**config.mk**
```make
export PLATFORM = sky130hd
export DESIGN_NAME = fmllat
export DESIGN_NICKNAME = d
export VERILOG_FILES = /design/src/rtl/fmllat.sv
export SDC_FILE = /design/constraint.sdc
export NUM_CORES = 1
export LEC_CHECK = 0
export CAP_MARGIN = 20
export CORE_ASPECT_RATIO = 0.8
export CORE_MARGIN = 8
export CORE_UTILIZATION = 60
export CTS_CLUSTER_DIAMETER = 80
export CTS_CLUSTER_SIZE = 10
export DETAILED_ROUTE_END_ITERATION = 8
export MAX_ROUTING_LAYER = met4
export PLACE_DENSITY = 0.79
export SLEW_MARGIN = 10
export SYNTH_ARGS = -nofsm -noshare
export SYNTH_HDL_FRONTEND = slang
export SYNTH_SLANG_ARGS = --single-unit
```
**constraint.sdc**
```tcl
create_clock -name sys_clk -period 7.7 [get_ports sys_clk]
set_clock_uncertainty 0.2 [all_clocks]
set_input_delay 0.77 -clock sys_clk [delete_from_list [all_inputs] [get_ports sys_clk]]
set_output_delay 0.77 -clock sys_clk [all_outputs]
set_load 0.01 [all_outputs]
```
**src/rtl/fmllat.sv**
```systemverilog
// fmllat: FML stb-to-ack latency probe with CSR-readable stats; csr_do has 1-cycle latency, and the probe never stalls the bus.
// FMLLAT_CAPTURE_EN adds a per-transaction latency capture FIFO that drops entries on overflow and sets a sticky ovf flag.
module fmllat #(
  parameter logic [3:0] csr_addr        = 4'h0,
  parameter int         fifo_depth_log2 = 4
) (
  input  logic        sys_clk,
  input  logic        sys_rst,
  input  logic [13:0] csr_a,
  input  logic        csr_we,
  input  logic [31:0] csr_di,
  output logic [31:0] csr_do,
  input  logic        fml_stb,
  input  logic        fml_we,
  input  logic        fml_ack
);

  typedef enum logic {IDLE, PENDING} state_t;

  function automatic logic [31:0] sat_inc(input logic [31:0] v);
    return (v == 32'hFFFF_FFFF) ? v : v + 32'd1;
  endfunction

  logic        stb_r, we_r, ack_r;
  state_t      state;
  logic        en;
  logic [15:0] lat, lat_min, lat_max, lat_inc;
  logic [31:0] txn_cnt, lat_sum, wr_cnt, err_cnt, sum_nxt;
  logic [32:0] sum_ext;
  logic        csr_sel, ctrl_wr, fifo_rd;
  logic        comp_vld, err_evt;
  logic [15:0] comp_lat;
  logic        ovf;
  logic [31:0] fifo_word;

  always_ff @(posedge sys_clk or posedge sys_rst) begin
    if (sys_rst) begin
      stb_r <= 1'b0;
      we_r  <= 1'b0;
      ack_r <= 1'b0;
    end else begin
      stb_r <= fml_stb;
      we_r  <= fml_we;
      ack_r <= fml_ack;
    end
  end

  assign csr_sel = (csr_a[13:10] == csr_addr);
  assign ctrl_wr = csr_sel & csr_we & (csr_a[2:0] == 3'd0);
  assign fifo_rd = csr_sel & ~csr_we & (csr_a[2:0] == 3'd7);

  assign lat_inc = (lat == 16'hFFFF) ? lat : lat + 16'd1;
  assign sum_ext = {1'b0, lat_sum} + {17'd0, comp_lat};
  assign sum_nxt = sum_ext[32] ? 32'hFFFF_FFFF : sum_ext[31:0];

  always_comb begin
    comp_vld = 1'b0;
    comp_lat = 16'd1;
    err_evt  = 1'b0;
    if (en) begin
      case (state)
        IDLE: comp_vld = stb_r & ack_r;
        PENDING: begin
          if (ack_r) begin
            comp_vld = 1'b1;
            comp_lat = lat_inc;
          end else if (!stb_r) begin
            err_evt = 1'b1;
          end
        end
        default: ;
      endcase
    end
  end

  // A CTRL write overrides any completion or error event in the same cycle.
  always_ff @(posedge sys_clk or posedge sys_rst) begin
    if (sys_rst) begin
      state   <= IDLE;
      en      <= 1'b0;
      lat     <= 16'd0;
      txn_cnt <= 32'd0;
      lat_sum <= 32'd0;
      lat_min <= 16'hFFFF;
      lat_max <= 16'd0;
      wr_cnt  <= 32'd0;
      err_cnt <= 32'd0;
    end else if (ctrl_wr) begin
      en    <= csr_di[0];
      state <= IDLE;
      lat   <= 16'd0;
      if (csr_di[0]) begin
        txn_cnt <= 32'd0;
        lat_sum <= 32'd0;
        lat_min <= 16'hFFFF;
        lat_max <= 16'd0;
        wr_cnt  <= 32'd0;
        err_cnt <= 32'd0;
      end
    end else begin
      if (en) begin
        case (state)
          IDLE: begin
            if (stb_r) lat <= 16'd1;
            if (stb_r && !ack_r) state <= PENDING;
          end
          PENDING: begin
            lat <= lat_inc;
            if (ack_r || !stb_r) state <= IDLE;
          end
          default: state <= IDLE;
        endcase
      end
      if (comp_vld) begin
        txn_cnt <= sat_inc(txn_cnt);
        lat_sum <= sum_nxt;
        if (we_r) wr_cnt <= sat_inc(wr_cnt);
        if (comp_lat < lat_min) lat_min <= comp_lat;
        if (comp_lat > lat_max) lat_max <= comp_lat;
      end
      if (err_evt) err_cnt <= sat_inc(err_cnt);
    end
  end

`ifdef FMLLAT_CAPTURE_EN
  localparam int AW    = fifo_depth_log2;
  localparam int DEPTH = 1 << fifo_depth_log2;

  logic [16:0]  fifo_mem [DEPTH];
  logic [AW:0]  wr_ptr, rd_ptr;
  logic         fifo_empty, fifo_full, push_req, push, pop;

  assign fifo_empty = (wr_ptr == rd_ptr);
  assign fifo_full  = (wr_ptr[AW-1:0] == rd_ptr[AW-1:0]) && (wr_ptr[AW] != rd_ptr[AW]);
  assign pop        = fifo_rd & ~fifo_empty;
  assign push_req   = comp_vld & ~ctrl_wr;
  // A pop in the same cycle frees the slot, so a full FIFO can still accept.
  assign push       = push_req & (~fifo_full | pop);
  assign fifo_word  = fifo_empty ? 32'h8000_0000
                                 : {15'd0, fifo_mem[rd_ptr[AW-1:0]]};

  always_ff @(posedge sys_clk) begin
    if (push) fifo_mem[wr_ptr[AW-1:0]] <= {we_r, comp_lat};
  end

  always_ff @(posedge sys_clk or posedge sys_rst) begin
    if (sys_rst) begin
      wr_ptr <= '0;
      rd_ptr <= '0;
      ovf    <= 1'b0;
    end else if (ctrl_wr && csr_di[0]) begin
      wr_ptr <= '0;
      rd_ptr <= '0;
      ovf    <= 1'b0;
    end else begin
      if (push) wr_ptr <= wr_ptr + {{AW{1'b0}}, 1'b1};
      if (pop)  rd_ptr <= rd_ptr + {{AW{1'b0}}, 1'b1};
      if (push_req && !push) ovf <= 1'b1;
    end
  end

  logic unused_ok;
  assign unused_ok = ^{csr_di[31:1], csr_a[9:3]};
`else
  assign ovf       = 1'b0;
  assign fifo_word = 32'd0;

  logic unused_ok;
  assign unused_ok = ^{csr_di[31:1], csr_a[9:3], fifo_rd} ^ (fifo_depth_log2 != 0);
`endif

  always_ff @(posedge sys_clk or posedge sys_rst) begin
    if (sys_rst) begin
      csr_do <= 32'd0;
    end else if (!csr_sel) begin
      csr_do <= 32'd0;
    end else begin
      case (csr_a[2:0])
        3'd0:    csr_do <= {30'd0, ovf, en};
        3'd1:    csr_do <= txn_cnt;
        3'd2:    csr_do <= lat_sum;
        3'd3:    csr_do <= {16'd0, lat_min};
        3'd4:    csr_do <= {16'd0, lat_max};
        3'd5:    csr_do <= wr_cnt;
        3'd6:    csr_do <= err_cnt;
        default: csr_do <= fifo_word;
      endcase
    end
  end

endmodule
```
**Word level (Yosys, flattened, before mapping)**

Cells that the tools add are included.

- Memories kept: 0
- Register bits: 213
- RAM bits: 0
- Bits in latches: 0
- Word-level logic and storage cells: 102
- Output and inout port bits: 32
- Memory bits (read-only): 0
- Bits of input ports: 52

- $lt $le $gt $ge: 2
- Multiply operators: 0
- Equal/unequal tests: 15
- Mux-type cells: 44
- Div/mod/pow operators: 0
- Shift operators: 0
- Reductions and logical operators: 19
- Add/sub/neg operators: 5
- Bitwise operators: 4

Operators by type and width:

| cell | count |
|---|---|
| $mux W32 | 15 |
| $mux W16 | 15 |
| $pmux W32 S7 | 1 |
| $add A32 B1 Y32 const B | 3 |
| $eq A32 B32 Y1 const B | 3 |
| $add A32 B16 Y33 | 1 |
| $pmux W16 S2 | 1 |
| $add A16 B1 Y16 const B | 1 |
| $eq A16 B16 Y1 const B | 1 |
| $gt A16 B16 Y1 | 1 |
| $lt A16 B16 Y1 | 1 |
| $reduce_and A3 Y1 | 4 |
| $reduce_bool A2 Y1 | 6 |
| $mux W1 | 10 |
| $eq A3 B3 Y1 const B | 3 |
| $ne A2 B2 Y1 const B | 4 |
| $eq A3 B2 Y1 const B | 2 |
| $logic_not A4 Y1 | 1 |
| $pmux W1 S2 | 2 |
| $reduce_and A2 Y1 | 2 |
| $reduce_and A4 Y1 | 1 |
| $and A1 B1 Y1 | 3 |
| $eq A3 B1 Y1 const B | 1 |
| $logic_not A3 Y1 | 1 |
| 5 further kinds | 6 |

**Depth between registers and ports, before layout**

- Depth after elaboration: 9
- Depth in mapped cells: 22
- Mapped depth without buffers: 19

**Worst setup path after synthesis**

OpenSTA, ideal clock, no wires.

- Path kind: flip-flop to flip-flop
- Start point: register lat[0]
- End point: register lat_max[1]
- Stages on the path, launching flop included: 23
- Library setup time: 67 ps
- Data arrival time: 3,991 ps
- Period minus slack after synthesis: 4,258 ps
- Path buffers: 3
- Required time: 7,433 ps
- Slack: 3,442 ps
- Cells stage by stage: dfrtp_1 > ha_1 > nand4_1 > nor4_2 > buf_4 > nor2b_1 > nand3_1 > nor2_1 > nand2_1 > xor2_1 > nor2_1 > ha_1 > a21o_1 > a21o_1 > a21o_1 > a21o_1 > a21oi_1 > o21ai_0 > o31ai_1 > and2_1 > clkbuf_1 > clkbuf_1 > a22o_1

- Longest elaborated chain between the ends: 8
- Elaborated cells between the ends (all ways): 12
- Those cells by class: 1 x add/sub; 1 x order compare; 1 x eq/ne; 7 x mux; 2 x reduce/logical

RTL lines:

| what | RTL line | source |
|---|---|---|
| start, declared | 27 | `logic [15:0] lat, lat_min, lat_max, lat_inc;` |
| start signal, assigned | 108 | `lat <= lat_inc;` |
| $add A16 B1 Y16 / $eq A16 B16 Y1 (equally long branches) | 52 | `assign lat_inc = (lat == 16'hFFFF) ? lat : lat + 16'd1;` |
| $mux W16 * | 52 |  |
| $mux W16 * | 64 | `if (ack_r) begin` |
| $mux W16 * | 61 | `case (state)` |
| $mux W16 * | 60 | `if (en) begin` |
| $gt A16 B16 Y1 / $mux W16 (equally long branches) | 119 | `if (comp_lat > lat_max) lat_max <= comp_lat;` |
| $reduce_bool A2 Y1 (no source line) / $mux W16 (equally long branches) | - |  |
| $reduce_and A3 Y1 (no source line) / $mux W16 (equally long branches) | - |  |
| end signal, assigned | 119 |  |
| end, declared | 27 |  |

Every way passes the cells marked *; elsewhere a longest branch is shown, timed or not. The select of a mux whose other input is x is not followed.
A chain may end at the register's enable or synchronous reset.

**Worst setup path in the final report**

- Start point: register lat[0]
- End point: register lat_sum[31]

- Longest elaborated chain between the ends: 9
- Elaborated cells between the ends (all ways): 10
- Those cells by class: 2 x add/sub; 1 x eq/ne; 7 x mux

RTL lines:

| what | RTL line | source |
|---|---|---|
| $add A16 B1 Y16 / $eq A16 B16 Y1 (equally long branches) | 52 |  |
| $mux W16 * | 52 |  |
| $mux W16 * | 64 |  |
| $mux W16 * | 61 |  |
| $mux W16 * | 60 |  |
| $add A32 B16 Y33 * | 53 | `assign sum_ext = {1'b0, lat_sum} + {17'd0, comp_lat};` |
| $mux W32 * | 54 | `assign sum_nxt = sum_ext[32] ? 32'hFFFF_FFFF : sum_ext[31:0];` |
| $mux W32 * | 114 | `if (comp_vld) begin` |
| $mux W32 * | 88 | `end else if (ctrl_wr) begin` |
| end signal, assigned | 116 | `lat_sum <= sum_nxt;` |
| end, declared | 28 | `logic [31:0] txn_cnt, lat_sum, wr_cnt, err_cnt, sum_nxt;` |

Marks and branches as above.

==> results.md <==
- Outcome: finished, final reports clean
- Die span in x: 176 µm
- Setup CP Type: register to register
- Worst setup SP type: register
- IO Pins: 84
- Initial antenna violation count: 0
- Critical Path End Type: register
- IO buf count: 45
- Asr flop ratio synth: 100%
- Synth Cell Area: 12300 µm²
- Via Count: 10800
- Max-cap violations: 0
- Hold buffers post-CTS: 0
- DRT Pass-1 Iters: 5
- Routed Antenna Nets: 0
- FMAX: 182 MHz
- Hold Path Class: register to register
- Commonest non-fill, non-tap cell in the layout: dfrtp_1
- Max FO, Critical Path: 19
- Final worst-path cycle share: 71.6%
- Vias in the first global route: 10200
- Commonest cells after routing, fill and taps aside: dfrtp_1 (197), nor2_1 (131), a21oi_1 (95)
- Grt ovf: 0
- Syn Area/Cell: 9.16 µm²
- Storage cell area: 5350 µm²
- Wire length per cell: 21.4 µm
- DIE HEIGHT: 144 µm
- Tmin final: 5.51 ns
- Worst slew pin tran: 0.986 ns
- Diodes inserted: 0
- Area leader, netlist: dfrtp_1
- Starting Density: 61.6%
- PostCTS Resize Cnt: 0
- Clock root buffer: clkbuf_16
- Leakage dissipation: 0.00573 µW
- Multi-input gate area: 6450 µm²
- Synth top area cells: dfrtp_1 (40%), a22oi_1 (4.9%), ha_1 (4.8%)
- Final Slew Violations: 0
- Postcts setup bufs: 0
- CTS buffer count: 25
- GPL Wtd Cong: 0.966
- CTS Sinks: 213
- Worst VDD drop: 0.169 mV
- Later-pin clock latency in the skew report: 0.52 ns
- Largest net degree at the start of global routing: 142
- Layout cells sized above 1: 6.71%
- Total power draw: 2900 µW
- Warnings, synthesis: 0
- EDFF count, synth: 0
- Share of the synthesized area in the top cell type: 40.2%
- Pwr dens: 213 nW/µm²
- Required @ worst endpoint: 7.92 ns
- Max clock buf depth: 3
- Slew HR: 34.3%
- Die footprint: 25300 µm²
- First-pass GRT wire length: 56400 µm
- Hold Vio Cnt, Final: 0
- Final wirelength: 35000 µm
- Layout fillers: 1561
- Iter 0 DRT Violations: 1310
- Core footprint: 19900 µm²
- Layout area overhead: 11.0%
- Hpwl dp: 24400 µm
- Unrepaired setup endpoints after global routing: false
- # nets final: 1454
- Cells after synthesis: 1339
- Crit path DAT: 5.73 ns
- Cell variety after synth: 82
- Setup TNS Final: 0 ns
- Via/cell ratio: 6.62
- Total track usage: 28.8%
- # DRC: 0
- Setup violators final: 0
- CTS tree: built
- Mapped Nets: 1439
- Worst-path clk slew: 0.06 ns
- Synthesized flop and latch total: 213
- Post-synth top flop: dfrtp_1
- Rows: 46
- Register area share after synthesis: 43.6%
- Number of H-tree levels: 1
## final cells by class
type | count | area share (%)
clock inverters | 1 | 0.0643
flip-flops and latches | 213 | 39.3
well taps | 264 | 2.42
multi-input cells | 997 | 47.3
clock buffers | 44 | 5.12
inverters | 55 | 1.57
repair buffers | 62 | 4.22
## through the flow
step	hold WS [ns]	util, %	area [µm²]	cells	setup WS [ns]
2_1_floorplan	0.272	-	12300	1339	0.934
3_3_place_gp	0.291	64.8	12900	1590	2.38
3_5_place_dp	0.299	64.8	12900	1590	2.34
4_1_cts	0.308	68.4	13600	1635	2.30
5_1_grt	0.333	68.4	13600	1636	1.82
6_report	0.310	68.4	13600	1636	2.19
## layer usage
layer	global-route usage (%)	part of all wire, %	vias up
li1	-	-	4925
met1	40.2	44	5295
met2	40.6	42	540
met3	7.84	11	73
met4	7.61	2.6	0
met5	-	0	-
## worst paths after layout
kind | from | slack (ns) | cells past startpoint | end
worst min register to register | lat_min[8] | 0.31 | 2 | lat_min[8]
worst min-delay path | lat_min[8] | 0.31 | 2 | lat_min[8]
worst max-delay path | lat[0] | 2.19 | 17 | lat_sum[31]
worst max register to register | lat[0] | 2.19 | 17 | lat_sum[31]
max in group asynchronous | sys_rst | 5.10 | 3 | csr_do[20]
min in group asynchronous | sys_rst | 0.65 | 2 | en
## report_power, final
group          internal (µW)  switching (µW)
sequential              1240             137
clock                    607             454
combinational            187             277
## state kept, by name, summed over array words and instances (netlist names)
| name | cells |
|---|---|
| err_cnt | 32 |
| txn_cnt | 32 |
| lat | 16 |
| lat_min | 16 |
| csr_do | 32 |
| lat_sum | 32 |
| we_r | 1 |
| lat_max | 16 |
| en | 1 |
| state | 1 |
| wr_cnt | 32 |
| ack_r | 1 |
| stb_r | 1 |
## cells by family after synthesis
group	share of synthesized area [%]
simple gates	19.4
compound gates	20.4
flops	43.6
buf+inv	4.14
xor+xnor	6.99
fa+ha+maj	5.15
mux	0.255
## synth_stat cells, drive strengths merged (5+ instances only)
master	instances
a211oi	10
a21o	19
a21oi	95
a22o	16
a22oi	81
a31oi	45
and2	15
and3	24
and4	16
buf	8
clkbuf	66
dfrtp	197
dfstp	16
ha	47
inv	55
nand2	96
nand3	69
nand4	39
nand4b	5
nor2	131
nor3	23
nor3b	6
nor4	7
o21a	6
o21ai	58
o31ai	9
or2	6
or3	20
xnor2	36
xor2	62
## critical path: stages (launching register included)
cell and delay, ns:
dfrtp_1 0.42, ha_1 0.28, nand4_1 0.19, nor4_2 0.06, buf_4 0.19, nor2b_1 0.21, nand3_1 0.28, nor3_1 0.47
nor3b_1 0.45, xnor2_1 0.24, nor2_1 0.18, ha_1 0.43, and4_1 0.24, nand3_1 0.12, o31ai_4 0.48, nand2_2 0.41
and4_1 0.33, a211oi_1 0.24
Power figures use the tool's default switching activity.
